<file path="config.mk">
export PLATFORM = sky130hd
export DESIGN_NAME = div_restoring_seq
export DESIGN_NICKNAME = d
export VERILOG_FILES = /design/src/rtl/div_restoring_seq.sv
export SDC_FILE = /design/constraint.sdc
export NUM_CORES = 1
export LEC_CHECK = 0
export BUFFER_PORTS_ARGS = -buffer_cell sky130_fd_sc_hd__buf_2
export CORE_ASPECT_RATIO = 0.6
export CORE_MARGIN = 3
export CORE_UTILIZATION = 25
export DETAILED_ROUTE_END_ITERATION = 8
export PLACE_DENSITY = 0.39
export SLEW_MARGIN = 15
export SYNTH_ARGS = -nofsm -noshare
export SYNTH_HDL_FRONTEND = slang
export SYNTH_SLANG_ARGS = --single-unit
export TNS_END_PERCENT = 10
</file>
<file path="constraint.sdc">
create_clock -name clk -period 2.25 [get_ports clk]
set_clock_uncertainty 0.15 [all_clocks]
set_input_delay 0 -clock clk [delete_from_list [all_inputs] [get_ports clk]]
set_output_delay 0 -clock clk [all_outputs]
set_load 0.01 [all_outputs]
</file>
<file path="src/rtl/div_restoring_seq.sv">
// Sequential restoring divider: one quotient bit per clock, divide-by-zero flag, Busy/Ready handshake.
// Define DIV_SIGNED_EN for two's-complement operands (quotient truncates toward zero).
module div_restoring_seq #(
  parameter  int N    = 6,
  localparam int CNTW = $clog2(N + 1)
) (
  input  logic         clk,
  input  logic         rst,
  input  logic         Start,
  input  logic [N-1:0] Dividend,
  input  logic [N-1:0] Divisor,
  output logic         Ready,
  output logic         Busy,
  output logic [N-1:0] Quotient,
  output logic [N-1:0] Remainder,
  output logic         DivZero
);

  typedef enum logic [2:0] {
    S_IDLE,
    S_LOAD,
    S_ITER,
    S_FIX,
    S_DONE
  } state_t;

  state_t            state_q, state_d;
  logic [N-1:0]      dvd_q, dvd_d;
  logic [N-1:0]      dvs_q, dvs_d;
  logic [N-1:0]      a_q, a_d;
  logic [N-1:0]      q_q, q_d;
  logic [N-1:0]      m_q, m_d;
  logic [CNTW-1:0]   cnt_q, cnt_d;
  logic [N-1:0]      quo_q, quo_d;
  logic [N-1:0]      rem_q, rem_d;
  logic              dz_q, dz_d;
`ifdef DIV_SIGNED_EN
  logic              sd_q, sd_d;
  logic              ss_q, ss_d;
`endif

  logic [N-1:0]      mag_dvd;
  logic [N-1:0]      mag_dvs;
  logic [N:0]        a_sh;
  logic [N:0]        diff;

  // A's top bit is always zero between iterations, so only N bits are stored;
  // the shifted value and difference are N+1 bits so the borrow is never lost.
  always_comb begin
`ifdef DIV_SIGNED_EN
    mag_dvd = dvd_q[N-1] ? (-dvd_q) : dvd_q;
    mag_dvs = dvs_q[N-1] ? (-dvs_q) : dvs_q;
`else
    mag_dvd = dvd_q;
    mag_dvs = dvs_q;
`endif
    a_sh = {a_q, q_q[N-1]};
    diff = a_sh - {1'b0, m_q};
  end

  always_comb begin
    state_d = state_q;
    dvd_d   = dvd_q;
    dvs_d   = dvs_q;
    a_d     = a_q;
    q_d     = q_q;
    m_d     = m_q;
    cnt_d   = cnt_q;
    quo_d   = quo_q;
    rem_d   = rem_q;
    dz_d    = dz_q;
`ifdef DIV_SIGNED_EN
    sd_d    = sd_q;
    ss_d    = ss_q;
`endif
    unique case (state_q)
      S_IDLE, S_DONE: begin
        if (Start) begin
          dvd_d   = Dividend;
          dvs_d   = Divisor;
          state_d = S_LOAD;
        end
      end
      S_LOAD: begin
        cnt_d = '0;
        if (dvs_q == '0) begin
          quo_d   = '1;
          rem_d   = dvd_q;
          dz_d    = 1'b1;
          state_d = S_DONE;
        end else begin
          q_d     = mag_dvd;
          m_d     = mag_dvs;
          a_d     = '0;
`ifdef DIV_SIGNED_EN
          sd_d    = dvd_q[N-1];
          ss_d    = dvs_q[N-1];
`endif
          state_d = S_ITER;
        end
      end
      S_ITER: begin
        if (diff[N]) begin
          a_d = a_sh[N-1:0];
          q_d = {q_q[N-2:0], 1'b0};
        end else begin
          a_d = diff[N-1:0];
          q_d = {q_q[N-2:0], 1'b1};
        end
        cnt_d = cnt_q + CNTW'(1);
        if (cnt_q == CNTW'(N - 1)) begin
          state_d = S_FIX;
        end
      end
      S_FIX: begin
`ifdef DIV_SIGNED_EN
        quo_d = (sd_q ^ ss_q) ? (-q_q) : q_q;
        rem_d = sd_q ? (-a_q) : a_q;
`else
        quo_d = q_q;
        rem_d = a_q;
`endif
        dz_d    = 1'b0;
        state_d = S_DONE;
      end
      default: state_d = S_IDLE;
    endcase
  end

  always_ff @(posedge clk) begin
    if (rst) begin
      state_q <= S_IDLE;
      dvd_q   <= '0;
      dvs_q   <= '0;
      a_q     <= '0;
      q_q     <= '0;
      m_q     <= '0;
      cnt_q   <= '0;
      quo_q   <= '0;
      rem_q   <= '0;
      dz_q    <= 1'b0;
`ifdef DIV_SIGNED_EN
      sd_q    <= 1'b0;
      ss_q    <= 1'b0;
`endif
    end else begin
      state_q <= state_d;
      dvd_q   <= dvd_d;
      dvs_q   <= dvs_d;
      a_q     <= a_d;
      q_q     <= q_d;
      m_q     <= m_d;
      cnt_q   <= cnt_d;
      quo_q   <= quo_d;
      rem_q   <= rem_d;
      dz_q    <= dz_d;
`ifdef DIV_SIGNED_EN
      sd_q    <= sd_d;
      ss_q    <= ss_d;
`endif
    end
  end

  assign Ready     = (state_q == S_DONE);
  assign Busy      = (state_q == S_LOAD) || (state_q == S_ITER) || (state_q == S_FIX);
  assign Quotient  = quo_q;
  assign Remainder = rem_q;
  assign DivZero   = dz_q;

endmodule

</file>
==> metrics.json, run 1 <==
{
  "outcome": {"value": "completed"},
  "combPwrFrac": {"value": 0.188},
  "vdd_drop_max": {"value": 0.000269, "unit": "V"},
  "final_layout_size_suffix_gt1_frac": {"value": 0.194},
  "worst-setup-path-type": {"value": "flip-flop to flip-flop"},
  "layout.nets": {"value": 358},
  "detailed_route_wire_length_per_cell": {"value": 13.6, "unit": "um"},
  "grt_max_degree": {"value": 26},
  "drc": {"value": 0},
  "syn2layout_area_growth": {"value": 27.8, "unit": "%"},
  "max_slew_margin": {"value": 0.674},
  "fin_crit_sh": {"value": 0.972},
  "timing.final.hold_violations": {"value": 0},
  "tritoncts": {"value": "yes"},
  "synth-edff-count": {"value": 0},
  "vias_per_cell": {"value": 4.43},
  "cts-buffers-inserted": {"value": 5},
  "final_antenna_net_count": {"value": 0},
  "worstHoldPathType": {"value": "primary input to flip-flop"},
  "synth_nets": {"value": 305},
  "setup_tns": {"value": 0, "unit": "ns"},
  "rsz_0062_raised_after_global_routing": {"value": "true"},
  "p_per_area": {"value": 716, "unit": "nW/um^2"},
  "pin_count": {"value": 30},
  "report.final.slew_viol_count": {"value": 0},
  "commonest_cells_after_routing_fill_and_taps_aside": {"value": "sky130_fd_sc_hd__nand2_1, sky130_fd_sc_hd__dfxtp_1, sky130_fd_sc_hd__nor2_1"},
  "leak_pwr": {"value": 1.21, "unit": "nW"},
  "coreArea": {"value": 8750, "unit": "sq um"},
  "area_of_combinational_cells_with_multiple_inputs": {"value": 1260, "unit": "sq um"},
  "seqPwrFrac": {"value": 0.461},
  "die_y": {"value": 80.6, "unit": "um"},
  "mostFrequentLayoutCell": {"value": "sky130_fd_sc_hd__nand2_1"},
  "insertion_delay": {"value": 0.30, "unit": "ns"},
  "gr-total-overflow": {"value": 0},
  "synthesis.area": {"value": 2320, "unit": "sq um"},
  "fp.dieArea": {"value": 10500, "unit": "sq um"},
  "async_reset_ff_frac": {"value": 0},
  "wl": {"value": 6090, "unit": "um"},
  "yosys_register_bits": {"value": 49},
  "setup_violations": {"value": 0},
  "netlist_cell_types": {"value": 46},
  "clockPowerShare": {"value": 0.352},
  "cp.required": {"value": 2.34, "unit": "ns"},
  "clock_tree.buffer_depth": {"value": 2},
  "cell_internal_pwr": {"value": 1.53, "unit": "mW"},
  "layoutNonFillerInstCount": {"value": 447},
  "grtUsageTotal": {"value": 0.125},
  "clk_root_buffer_cell": {"value": "sky130_fd_sc_hd__clkbuf_16"},
  "p_sw_frac": {"value": 0.281},
  "post-route-min-period": {"value": 2.19, "unit": "ns"},
  "number_of_maximum_capacitance_violations": {"value": 0},
  "kind_of_start_point_of_the_critical_path": {"value": "flip-flop"},
  "fmax": {"value": 457, "unit": "MHz"},
  "dr.first_iter.drc_count": {"value": 67},
  "port-buffer-count": {"value": 29},
  "detailedPlacementHpwl": {"value": 4540, "unit": "um"},
  "place_worst_setup_slack": {"value": -0.0285, "unit": "ns"},
  "rows": {"value": 26},
  "num-fill-cells": {"value": 941},
  "htree_levels": {"value": 2},
  "power.net_switching": {"value": 0.598, "unit": "mW"},
  "placed_standard_cell_area": {"value": 2660, "unit": "sq um"},
  "synth-warning-count": {"value": 0},
  "worst_slew_pin_tran": {"value": 0.488, "unit": "ns"},
  "gp_congestion": {"value": 0.832},
  "start_util": {"value": 0.265},
  "crit_end_category": {"value": "flip-flop"},
  "ys_dominant_reg_cell": {"value": "sky130_fd_sc_hd__dfxtp_1"},
  "setup_slack": {"value": 0.0624, "unit": "ns"},
  "critPathMaxFanout": {"value": 7},
  "cts.sinks": {"value": 49},
  "first_pass_iters": {"value": 4},
  "fin_area": {"value": 2970, "unit": "sq um"},
  "synth.yosys.seq_area_share": {"value": 0.423},
  "antenna_found_initial": {"value": 0},
  "diode_insertion_count_for_antenna_repair": {"value": 0},
  "synthesis.instances": {"value": 281},
  "post_synth.cell_area_avg": {"value": 8.26, "unit": "sq um"},
  "route.vias.total": {"value": 1982},
  "die_width": {"value": 130, "unit": "um"},
  "finish.utilization": {"value": 0.339},
  "numPlacedInstances": {"value": 425},
  "cts.reportedPaths.clkPinSlew": {"value": 0.07, "unit": "ns"},
  "critical_path_arrival": {"value": 2.28, "unit": "ns"},
  "grt_first_pass_wirelength": {"value": 9940, "unit": "um"},
  "total_power": {"value": 2.12, "unit": "mW"},
  "seqCellArea": {"value": 982, "unit": "sq um"},
  "first_global_vias": {"value": 1835},
  "hold_slack": {"value": 0.0491, "unit": "ns"}
}
final cells by class:
cell class              instances  area share
well taps                     112      0.0472
inverters                      12      0.0152
multi-input cells             208       0.426
clock buffers                   8      0.0460
flip-flops and latches         49       0.331
repair buffers                 58       0.135
worst max-delay path, stage by stage (launching register included):
cell                       delay, ns
sky130_fd_sc_hd__dfxtp_2        0.33
sky130_fd_sc_hd__inv_2          0.05
sky130_fd_sc_hd__ha_4           0.16
sky130_fd_sc_hd__fa_2           0.41
sky130_fd_sc_hd__nor2b_4        0.18
sky130_fd_sc_hd__o31ai_4        0.10
sky130_fd_sc_hd__a211oi_4       0.27
sky130_fd_sc_hd__buf_6          0.16
sky130_fd_sc_hd__mux2i_1        0.19
sky130_fd_sc_hd__a22o_1         0.13
power groups by stage:
stage / combinational [mW] / clock [mW] / sequential, mW
after floorplan: 0.250 / 0 / 0.995
after global placement: 0.376 / 0 / 0.997
after detailed placement: 0.374 / 0 / 0.998
after CTS: 0.392 / 0.775 / 0.978
after global routing: 0.452 / 0.800 / 0.987
final: 0.399 / 0.747 / 0.978
cell families after synthesis:
| logic type | count (synthesis) | synth area share |
|---|---|---|
| muxes | 7 | 0.0302 |
| xor gates and xnor gates | 4 | 0.0151 |
| and+or+nand+nor | 128 | 0.256 |
| AOI/OAI and AO/OA | 60 | 0.180 |
| buffers and inverters | 24 | 0.0453 |
| adders and majority gates | 9 | 0.0518 |
| DFF | 49 | 0.423 |
state kept, by name, summed over array words and instances, names as in the netlist:
register,cells
DivZero,1
Quotient,6
Remainder,6
a_q,6
cnt_q,3
dvd_q,6
dvs_q,6
m_q,6
q_q,6
state_q,3
routing by layer:
layer | global-route usage | wire length, um | share of wire | vias up
li1 | - | - | - | 1063
met1 | 0.199 | 3590 | 0.59 | 879
met2 | 0.157 | 2170 | 0.36 | 33
met3 | 0.0346 | 266 | 0.044 | 7
met4 | 0.0308 | 65 | 0.011 | 0
met5 | 0 | 0 | 0 | -
Yosys cell counts, drive strengths merged (2+ instances only):
| library cell | n | area (sq um) |
|---|---|---|
| and2 | 2 | 15.0 |
| clkbuf | 9 | 33.8 |
| a311oi | 5 | 43.8 |
| mux2i | 7 | 70.1 |
| o21ai | 4 | 20.0 |
| a211oi | 8 | 72.6 |
| xnor2 | 2 | 17.5 |
| a22o | 2 | 17.5 |
| nand2b | 2 | 12.5 |
| inv | 12 | 45.0 |
| ha | 8 | 100 |
| a31oi | 2 | 12.5 |
| dfxtp | 49 | 981 |
| o211ai | 2 | 15.0 |
| o21a | 3 | 22.5 |
| nor3b | 3 | 38.8 |
| nor2 | 44 | 168 |
| buf | 3 | 26.3 |
| nor3 | 11 | 55.1 |
| xor2 | 2 | 17.5 |
| a21oi | 26 | 134 |
| a22oi | 2 | 15.0 |
| nand2 | 53 | 201 |
| nand3 | 4 | 20.0 |
| nor2b | 5 | 38.8 |
worst paths after layout:
path,start,endpoint,depth (start not counted),slack (ns)
hold reg to reg,DivZero$_SDFFE_PP0P_,DivZero$_SDFFE_PP0P_,2,0.29
setup / recovery,q_q[5]$_SDFFE_PP0P_,a_q[0]$_SDFFE_PP0P_,9,0.06
hold / removal,rst,Remainder[4]$_SDFFE_PP0P_,2,0.05
setup reg to reg,q_q[5]$_SDFFE_PP0P_,a_q[0]$_SDFFE_PP0P_,9,0.06
repair_timing:
action,in CTS,in global routing
hold buffers,13,0
pin swaps,0,3
gates resized for setup,1,7
hold endpoints to repair,13,0
buffers inserted,0,1
endpoints found under the setup margin,2,4
Power figures use the tool's default switching activity.
==> run 2, diff against run 1 <==
--- a/config.mk
+++ b/config.mk
@@ -8,9 +8,9 @@
 export BUFFER_PORTS_ARGS = -buffer_cell sky130_fd_sc_hd__buf_2
 export CORE_ASPECT_RATIO = 0.6
 export CORE_MARGIN = 3
-export CORE_UTILIZATION = 25
+export CORE_UTILIZATION = 50
 export DETAILED_ROUTE_END_ITERATION = 8
-export PLACE_DENSITY = 0.39
+export PLACE_DENSITY = 0.7
 export SLEW_MARGIN = 15
 export SYNTH_ARGS = -nofsm -noshare
 export SYNTH_HDL_FRONTEND = slang
==> metrics.json, run 2 (synthesized netlist as in run 1, its figures left out) <==
{
  "cts.sinks": {"value": 49, "change": "unchanged"},
  "syn2layout_area_growth": {"value": 24.6, "unit": "%", "change": "was 27.8%"},
  "p_per_area": {"value": 687, "unit": "nW/um^2", "change": "was 716 nW/um^2"},
  "die_width": {"value": 94.0, "unit": "um", "change": "was 130 um"},
  "diode_insertion_count_for_antenna_repair": {"value": 0, "change": "unchanged"},
  "critPathMaxFanout": {"value": 7, "change": "unchanged"},
  "rr_startpoint": {"value": "q_q[5]$_SDFFE_PP0P_", "change": "unchanged"},
  "report.final.slew_viol_count": {"value": 0, "change": "unchanged"},
  "post-route-min-period": {"value": 2.18, "unit": "ns", "change": "was 2.19 ns"},
  "critical_path_arrival": {"value": 2.28, "unit": "ns", "change": "about the same"},
  "cp_cell_sequence": {"value": "inv_1, ha_1, fa_2, nor2b_4, o31ai_2, a211oi_4, buf_6, mux2i_1, a22o_1", "change": "was inv_2, ha_4, fa_2, nor2b_4, o31ai_4, a211oi_4, buf_6, mux2i_1, a22o_1"},
  "timing.final.hold_violations": {"value": 0, "change": "unchanged"},
  "kind_of_start_point_of_the_critical_path": {"value": "flip-flop", "change": "unchanged"},
  "rows": {"value": 18, "change": "was 26"},
  "port-buffer-count": {"value": 29, "change": "unchanged"},
  "die_y": {"value": 58.8, "unit": "um", "change": "was 80.6 um"},
  "htree_levels": {"value": 2, "change": "unchanged"},
  "vdd_drop_max": {"value": 0.000424, "unit": "V", "change": "was 0.000269 V"},
  "start_util": {"value": 0.542, "change": "was 0.265"},
  "rsz_0062_raised_after_global_routing": {"value": "true", "change": "unchanged"},
  "tritoncts": {"value": "yes", "change": "unchanged"},
  "num-fill-cells": {"value": 360, "change": "was 941"},
  "hold_path_startpoint": {"value": "DivZero$_SDFFE_PP0P_", "change": "was rst"},
  "setup_violations": {"value": 0, "change": "unchanged"},
  "cts.reportedPaths.clkPinSlew": {"value": 0.09, "unit": "ns", "change": "was 0.07 ns"},
  "number_of_maximum_capacitance_violations": {"value": 0, "change": "unchanged"},
  "wl": {"value": 5310, "unit": "um", "change": "was 6090 um"},
  "launching_instance_or_port_of_the_critical_path": {"value": "q_q[5]$_SDFFE_PP0P_", "change": "unchanged"},
  "hold_slack": {"value": 0.291, "unit": "ns", "change": "was 0.0491 ns"},
  "pin_count": {"value": 30, "change": "unchanged"},
  "drc": {"value": 0, "change": "unchanged"},
  "reg2reg_to": {"value": "a_q[1]$_SDFFE_PP0P_", "change": "was a_q[0]$_SDFFE_PP0P_"},
  "grt_max_degree": {"value": 25, "change": "was 26"},
  "fin_crit_sh": {"value": 0.967, "change": "was 0.972"},
  "grt_first_pass_wirelength": {"value": 9020, "unit": "um", "change": "was 9940 um"},
  "layout.nets": {"value": 361, "change": "was 358"},
  "final_antenna_net_count": {"value": 0, "change": "unchanged"},
  "detailedPlacementHpwl": {"value": 3720, "unit": "um", "change": "was 4540 um"},
  "insertion_delay": {"value": 0.30, "unit": "ns", "change": "about the same"},
  "commonest_cells_after_routing_fill_and_taps_aside": {"value": "sky130_fd_sc_hd__nand2_1, sky130_fd_sc_hd__dfxtp_1, sky130_fd_sc_hd__nor2_1", "change": "unchanged"},
  "clk_root_buffer_cell": {"value": "sky130_fd_sc_hd__clkbuf_8", "change": "was sky130_fd_sc_hd__clkbuf_16"},
  "final_layout_size_suffix_gt1_frac": {"value": 0.172, "change": "was 0.194"},
  "gp_congestion": {"value": 0.897, "change": "was 0.832"},
  "detailed_route_wire_length_per_cell": {"value": 13.4, "unit": "um", "change": "was 13.6 um"},
  "clock_tree.buffer_depth": {"value": 2, "change": "unchanged"},
  "max_slew_margin": {"value": 0.680, "change": "was 0.674"},
  "worst-setup-path-type": {"value": "flip-flop to flip-flop", "change": "unchanged"},
  "grtUsageTotal": {"value": 0.211, "change": "was 0.125"},
  "fmax": {"value": 460, "unit": "MHz", "change": "was 457 MHz"},
  "coreArea": {"value": 4280, "unit": "sq um", "change": "was 8750 sq um"},
  "vias_per_cell": {"value": 5.20, "change": "was 4.43"},
  "crit_end_category": {"value": "flip-flop", "change": "unchanged"},
  "total_power": {"value": 1.99, "unit": "mW", "change": "was 2.12 mW"},
  "cts-buffers-inserted": {"value": 5, "change": "unchanged"},
  "mostFrequentLayoutCell": {"value": "sky130_fd_sc_hd__nand2_1", "change": "unchanged"},
  "reg2reg_depth": {"value": 9, "change": "unchanged"},
  "gr-total-overflow": {"value": 0, "change": "unchanged"},
  "cpMaxStageDelayCell": {"value": "sky130_fd_sc_hd__fa_2", "change": "unchanged"},
  "worstHoldPathType": {"value": "flip-flop to flip-flop", "change": "was primary input to flip-flop"},
  "dr.first_iter.drc_count": {"value": 204, "change": "was 67"},
  "cp.required": {"value": 2.35, "unit": "ns", "change": "was 2.34 ns"},
  "antenna_found_initial": {"value": 0, "change": "unchanged"},
  "outcome": {"value": "completed", "change": "unchanged"},
  "fp.dieArea": {"value": 5520, "unit": "sq um", "change": "was 10500 sq um"},
  "endpoint_of_the_worst_hold_path": {"value": "DivZero$_SDFFE_PP0P_", "change": "was Remainder[4]$_SDFFE_PP0P_"},
  "timing.critical_path.slowest_cell_delay": {"value": 0.38, "unit": "ns", "change": "was 0.41 ns"},
  "worst_slew_pin_tran": {"value": 0.479, "unit": "ns", "change": "was 0.488 ns"},
  "rrSetupSlack": {"value": 0.07, "unit": "ns", "change": "was 0.06 ns"},
  "route.vias.total": {"value": 2065, "change": "was 1982"},
  "leak_pwr": {"value": 1.22, "unit": "nW", "change": "was 1.21 nW"},
  "first_global_vias": {"value": 1925, "change": "was 1835"},
  "first_pass_iters": {"value": 5, "change": "was 4"},
  "min_path_cells": {"value": 2, "change": "unchanged"}
}
## run 2: power by group
part           leakage, nW  internal [mW]  switching [mW]
logic                0.765          0.186           0.211
clock network       0.0540          0.323           0.290
registers            0.399          0.928          0.0473
total                 1.22           1.44           0.548
## run 2: timing repair
item / 4_1_cts / 5_1_grt
resized for setup: 2 / 1
hold endpoints to repair: 20 / 0
hold buffers: 22 / 0
setup endpoints to repair: 3 / 4
setup buffers: 0 / 1
## run 2: worst max path at each step
stage	cells after the start	to
after global placement	9	a_q[5]$_SDFFE_PP0P_
final	9	a_q[1]$_SDFFE_PP0P_
after floorplan	8	a_q[0]$_SDFFE_PP0P_
after detailed placement	9	a_q[1]$_SDFFE_PP0P_
after global routing	9	a_q[1]$_SDFFE_PP0P_
after CTS	9	a_q[1]$_SDFFE_PP0P_
## run 2: stage by stage
step / setup TNS [ns] / setup slack, ns / cells / util / cell area [sq um]
2_1_floorplan: 0 / 0.0398 / 281 / - / 2320
3_3_place_gp: 0 / 0.0461 / 367 / 0.596 / 2550
3_5_place_dp: -0.0293 / -0.0293 / 367 / 0.596 / 2550
4_1_cts: 0 / 0.0445 / 396 / 0.673 / 2880
5_1_grt: -0.0124 / -0.0124 / 397 / 0.676 / 2890
6_report: 0 / 0.0744 / 397 / 0.676 / 2890
## run 2: worst max-delay path: cells and delay by family, from the launching register on
kind,cells,cell delay [ns]
AOI/OAI and AO/OA,3,0.46
adders and majority gates,2,0.60
buffers and inverters,2,0.21
DFF,1,0.33
muxes,1,0.21
and+or+nand+nor,1,0.16
## run 2: routing by layer
layer	share of wire	GRT usage
met1	0.51	0.309
met2	0.41	0.314
met3	0.072	0.0434
met4	0.011	0.0617
met5	0	0
## run 2: cell type report
class | instances | area, sq um | area share
multi-input cells | 208 | 1240 | 0.430
clock inverters | 2 | 35.0 | 0.0121
inverters | 12 | 45.0 | 0.0156
repair buffers | 61 | 444 | 0.154
flip-flops and latches | 49 | 981 | 0.339
clock buffers | 5 | 68.8 | 0.0238
well taps | 60 | 75.1 | 0.0260
==> run 3, diff against run 2 <==
--- a/config.mk
+++ b/config.mk
@@ -10,8 +10,8 @@
 export CORE_MARGIN = 3
 export CORE_UTILIZATION = 50
 export DETAILED_ROUTE_END_ITERATION = 8
-export PLACE_DENSITY = 0.7
-export SLEW_MARGIN = 15
+export PLACE_DENSITY = 0.68
+export SLEW_MARGIN = 20
 export SYNTH_ARGS = -nofsm -noshare
 export SYNTH_HDL_FRONTEND = slang
 export SYNTH_SLANG_ARGS = --single-unit
==> constraint.sdc (replaced) <==
create_clock -name clk -period 2.35 [get_ports clk]
set_clock_uncertainty 0.15 [all_clocks]
set_input_delay 0 -clock clk [delete_from_list [all_inputs] [get_ports clk]]
set_output_delay 0 -clock clk [all_outputs]
set_load 0.01 [all_outputs]
==> metrics.json, run 3 (synthesized netlist as in run 1, its figures left out) <==
{
  "clock_tree.buffer_depth": {"value": 2, "change": "unchanged"},
  "final_layout_size_suffix_gt1_frac": {"value": 0.164, "change": "was 0.172"},
  "die_width": {"value": 94.0, "unit": "um", "change": "unchanged"},
  "setup_violations": {"value": 0, "change": "unchanged"},
  "setup_tns": {"value": 0, "unit": "ns", "change": "unchanged"},
  "max_slew_margin": {"value": 0.696, "change": "was 0.680"},
  "gr-total-overflow": {"value": 0, "change": "unchanged"},
  "drc": {"value": 0, "change": "unchanged"},
  "grt_max_degree": {"value": 24, "change": "was 25"},
  "post-route-min-period": {"value": 2.20, "unit": "ns", "change": "was 2.18 ns"},
  "mostFrequentLayoutCell": {"value": "sky130_fd_sc_hd__nand2_1", "change": "unchanged"},
  "wl": {"value": 5390, "unit": "um", "change": "was 5310 um"},
  "fin_crit_sh": {"value": 0.935, "change": "was 0.967"},
  "pin_count": {"value": 30, "change": "unchanged"},
  "worst_slew_pin_tran": {"value": 0.457, "unit": "ns", "change": "was 0.479 ns"},
  "critPathMaxFanout": {"value": 10, "change": "was 7"},
  "fp.dieArea": {"value": 5520, "unit": "sq um", "change": "unchanged"},
  "detailed_route_wire_length_per_cell": {"value": 13.9, "unit": "um", "change": "was 13.4 um"},
  "cts.sinks": {"value": 49, "change": "unchanged"},
  "detailedPlacementHpwl": {"value": 3850, "unit": "um", "change": "was 3720 um"},
  "clk_root_buffer_cell": {"value": "sky130_fd_sc_hd__clkbuf_8", "change": "unchanged"},
  "grt_util_met1": {"value": 0.306, "change": "was 0.309"},
  "syn2layout_area_growth": {"value": 21.2, "unit": "%", "change": "was 24.6%"},
  "coreArea": {"value": 4280, "unit": "sq um", "change": "unchanged"},
  "p_per_area": {"value": 668, "unit": "nW/um^2", "change": "was 687 nW/um^2"},
  "grt_busiest_layer": {"value": "met2", "change": "unchanged"},
  "layout.nets": {"value": 353, "change": "was 361"},
  "final_antenna_net_count": {"value": 0, "change": "unchanged"},
  "first_pass_iters": {"value": 4, "change": "was 5"},
  "cp.required": {"value": 2.45, "unit": "ns", "change": "was 2.35 ns"},
  "die_y": {"value": 58.8, "unit": "um", "change": "unchanged"},
  "htree_levels": {"value": 2, "change": "unchanged"},
  "vdd_drop_max": {"value": 0.000336, "unit": "V", "change": "was 0.000424 V"},
  "fmax": {"value": 455, "unit": "MHz", "change": "was 460 MHz"},
  "report.final.slew_viol_count": {"value": 0, "change": "unchanged"},
  "number_of_maximum_capacitance_violations": {"value": 0, "change": "unchanged"},
  "met2_use_gr": {"value": 0.308, "change": "was 0.314"},
  "timing.final.hold_violations": {"value": 0, "change": "unchanged"},
  "start_util": {"value": 0.542, "change": "unchanged"},
  "commonest_cells_after_routing_fill_and_taps_aside": {"value": "sky130_fd_sc_hd__nand2_1, sky130_fd_sc_hd__dfxtp_1, sky130_fd_sc_hd__nor2_1", "change": "unchanged"},
  "crit_end_category": {"value": "flip-flop", "change": "unchanged"},
  "cts.reportedPaths.clkPinSlew": {"value": 0.09, "unit": "ns", "change": "about the same"},
  "critical_path_arrival": {"value": 2.30, "unit": "ns", "change": "was 2.28 ns"},
  "rsz_0062_raised_after_global_routing": {"value": "false", "change": "was true"},
  "grt_first_pass_wirelength": {"value": 8800, "unit": "um", "change": "was 9020 um"},
  "grtUsageTotal": {"value": 0.210, "change": "was 0.211"},
  "diode_insertion_count_for_antenna_repair": {"value": 0, "change": "unchanged"},
  "hold_slack": {"value": 0.309, "unit": "ns", "change": "was 0.291 ns"},
  "outcome": {"value": "completed", "change": "unchanged"},
  "leak_pwr": {"value": 1.17, "unit": "nW", "change": "was 1.22 nW"},
  "first_global_vias": {"value": 1832, "change": "was 1925"},
  "worst-setup-path-type": {"value": "flip-flop to flip-flop", "change": "unchanged"},
  "rows": {"value": 18, "change": "unchanged"},
  "dr.first_iter.drc_count": {"value": 93, "change": "was 204"},
  "gp_congestion": {"value": 0.899, "change": "was 0.897"},
  "cts-buffers-inserted": {"value": 5, "change": "unchanged"},
  "port-buffer-count": {"value": 29, "change": "unchanged"},
  "vias_per_cell": {"value": 5.22, "change": "was 5.20"},
  "worstHoldPathType": {"value": "flip-flop to flip-flop", "change": "unchanged"},
  "antenna_found_initial": {"value": 0, "change": "unchanged"},
  "route.vias.total": {"value": 2029, "change": "was 2065"},
  "insertion_delay": {"value": 0.30, "unit": "ns", "change": "about the same"},
  "kind_of_start_point_of_the_critical_path": {"value": "flip-flop", "change": "unchanged"},
  "grt_use_met3": {"value": 0.0728, "change": "was 0.0434"},
  "tritoncts": {"value": "yes", "change": "unchanged"}
}
## run 3: cell count changes in the layout (fill, tap and decap cells not counted)
| cell | before | now |
|---|---|---|
| sky130_fd_sc_hd__buf_4 | 9 | 6 |
| sky130_fd_sc_hd__dlygate4sd3_1 | 22 | 17 |
| sky130_fd_sc_hd__o31ai_1 | 0 | 1 |
| sky130_fd_sc_hd__o31ai_2 | 1 | 0 |
## run 3: stage by stage
step	cell area, sq um	utilization	worst slack (ns)	instances	total power, mW
floorplan	2320	-	0.140	281	1.19
global placement	2530	0.592	0.119	365	1.28
detailed placement	2530	0.592	0.0823	365	1.29
CTS	2810	0.656	0.0551	389	1.89
global route	2810	0.658	0.0250	389	1.98
finish	2810	0.658	0.152	389	1.88
## run 3: per-layer routing
metal / part of all wire / vias to the layer above / routed length (um)
li1: - / 1057 / -
met1: 0.52 / 914 / 2780
met2: 0.41 / 54 / 2220
met3: 0.065 / 4 / 351
met4: 0.0076 / 0 / 41
met5: 0 / - / 0
## run 3: worst max-delay path, cell delays in order, from the launching register on
cell,delay (ns)
sky130_fd_sc_hd__dfxtp_1,0.35
sky130_fd_sc_hd__inv_1,0.06
sky130_fd_sc_hd__ha_1,0.21
sky130_fd_sc_hd__fa_2,0.38
sky130_fd_sc_hd__nor2b_4,0.15
sky130_fd_sc_hd__o31ai_1,0.12
sky130_fd_sc_hd__a211oi_4,0.22
sky130_fd_sc_hd__buf_6,0.17
sky130_fd_sc_hd__mux2i_1,0.20
sky130_fd_sc_hd__a22o_1,0.13
## run 3: final cells by class
| cell class | instances | area, sq um |
|---|---|---|
| clock buffers | 5 | 68.8 |
| clock inverters | 2 | 35.0 |
| fillers | 382 | 1470 |
| inverters | 12 | 45.0 |
| multi-input cells | 208 | 1240 |
| flip-flops and latches | 49 | 981 |
| well taps | 60 | 75.1 |
| repair buffers | 53 | 372 |
## run 3: timing repair
item | 4_1_cts | 5_1_grt
hold endpoints to repair | 15 | 0
hold buffers | 17 | 0
endpoints found under the setup margin | 0 | 5
resized for setup | 0 | 2
setup buffers | 0 | 0
## run 3: final timing paths
check	slack, ns	start	end	cells after the start
max	0.15	q_q[5]$_SDFFE_PP0P_	a_q[1]$_SDFFE_PP0P_	9
min	0.31	DivZero$_SDFFE_PP0P_	DivZero$_SDFFE_PP0P_	2
max reg2reg	0.15	q_q[5]$_SDFFE_PP0P_	a_q[1]$_SDFFE_PP0P_	9
min reg2reg	0.31	DivZero$_SDFFE_PP0P_	DivZero$_SDFFE_PP0P_	2
## run 3: where the power goes
group / switching (mW) / leakage, nW / internal (mW)
clock: 0.270 / 0.0540 / 0.309
sequential: 0.0458 / 0.399 / 0.889
combinational: 0.203 / 0.715 / 0.164
total: 0.519 / 1.17 / 1.36
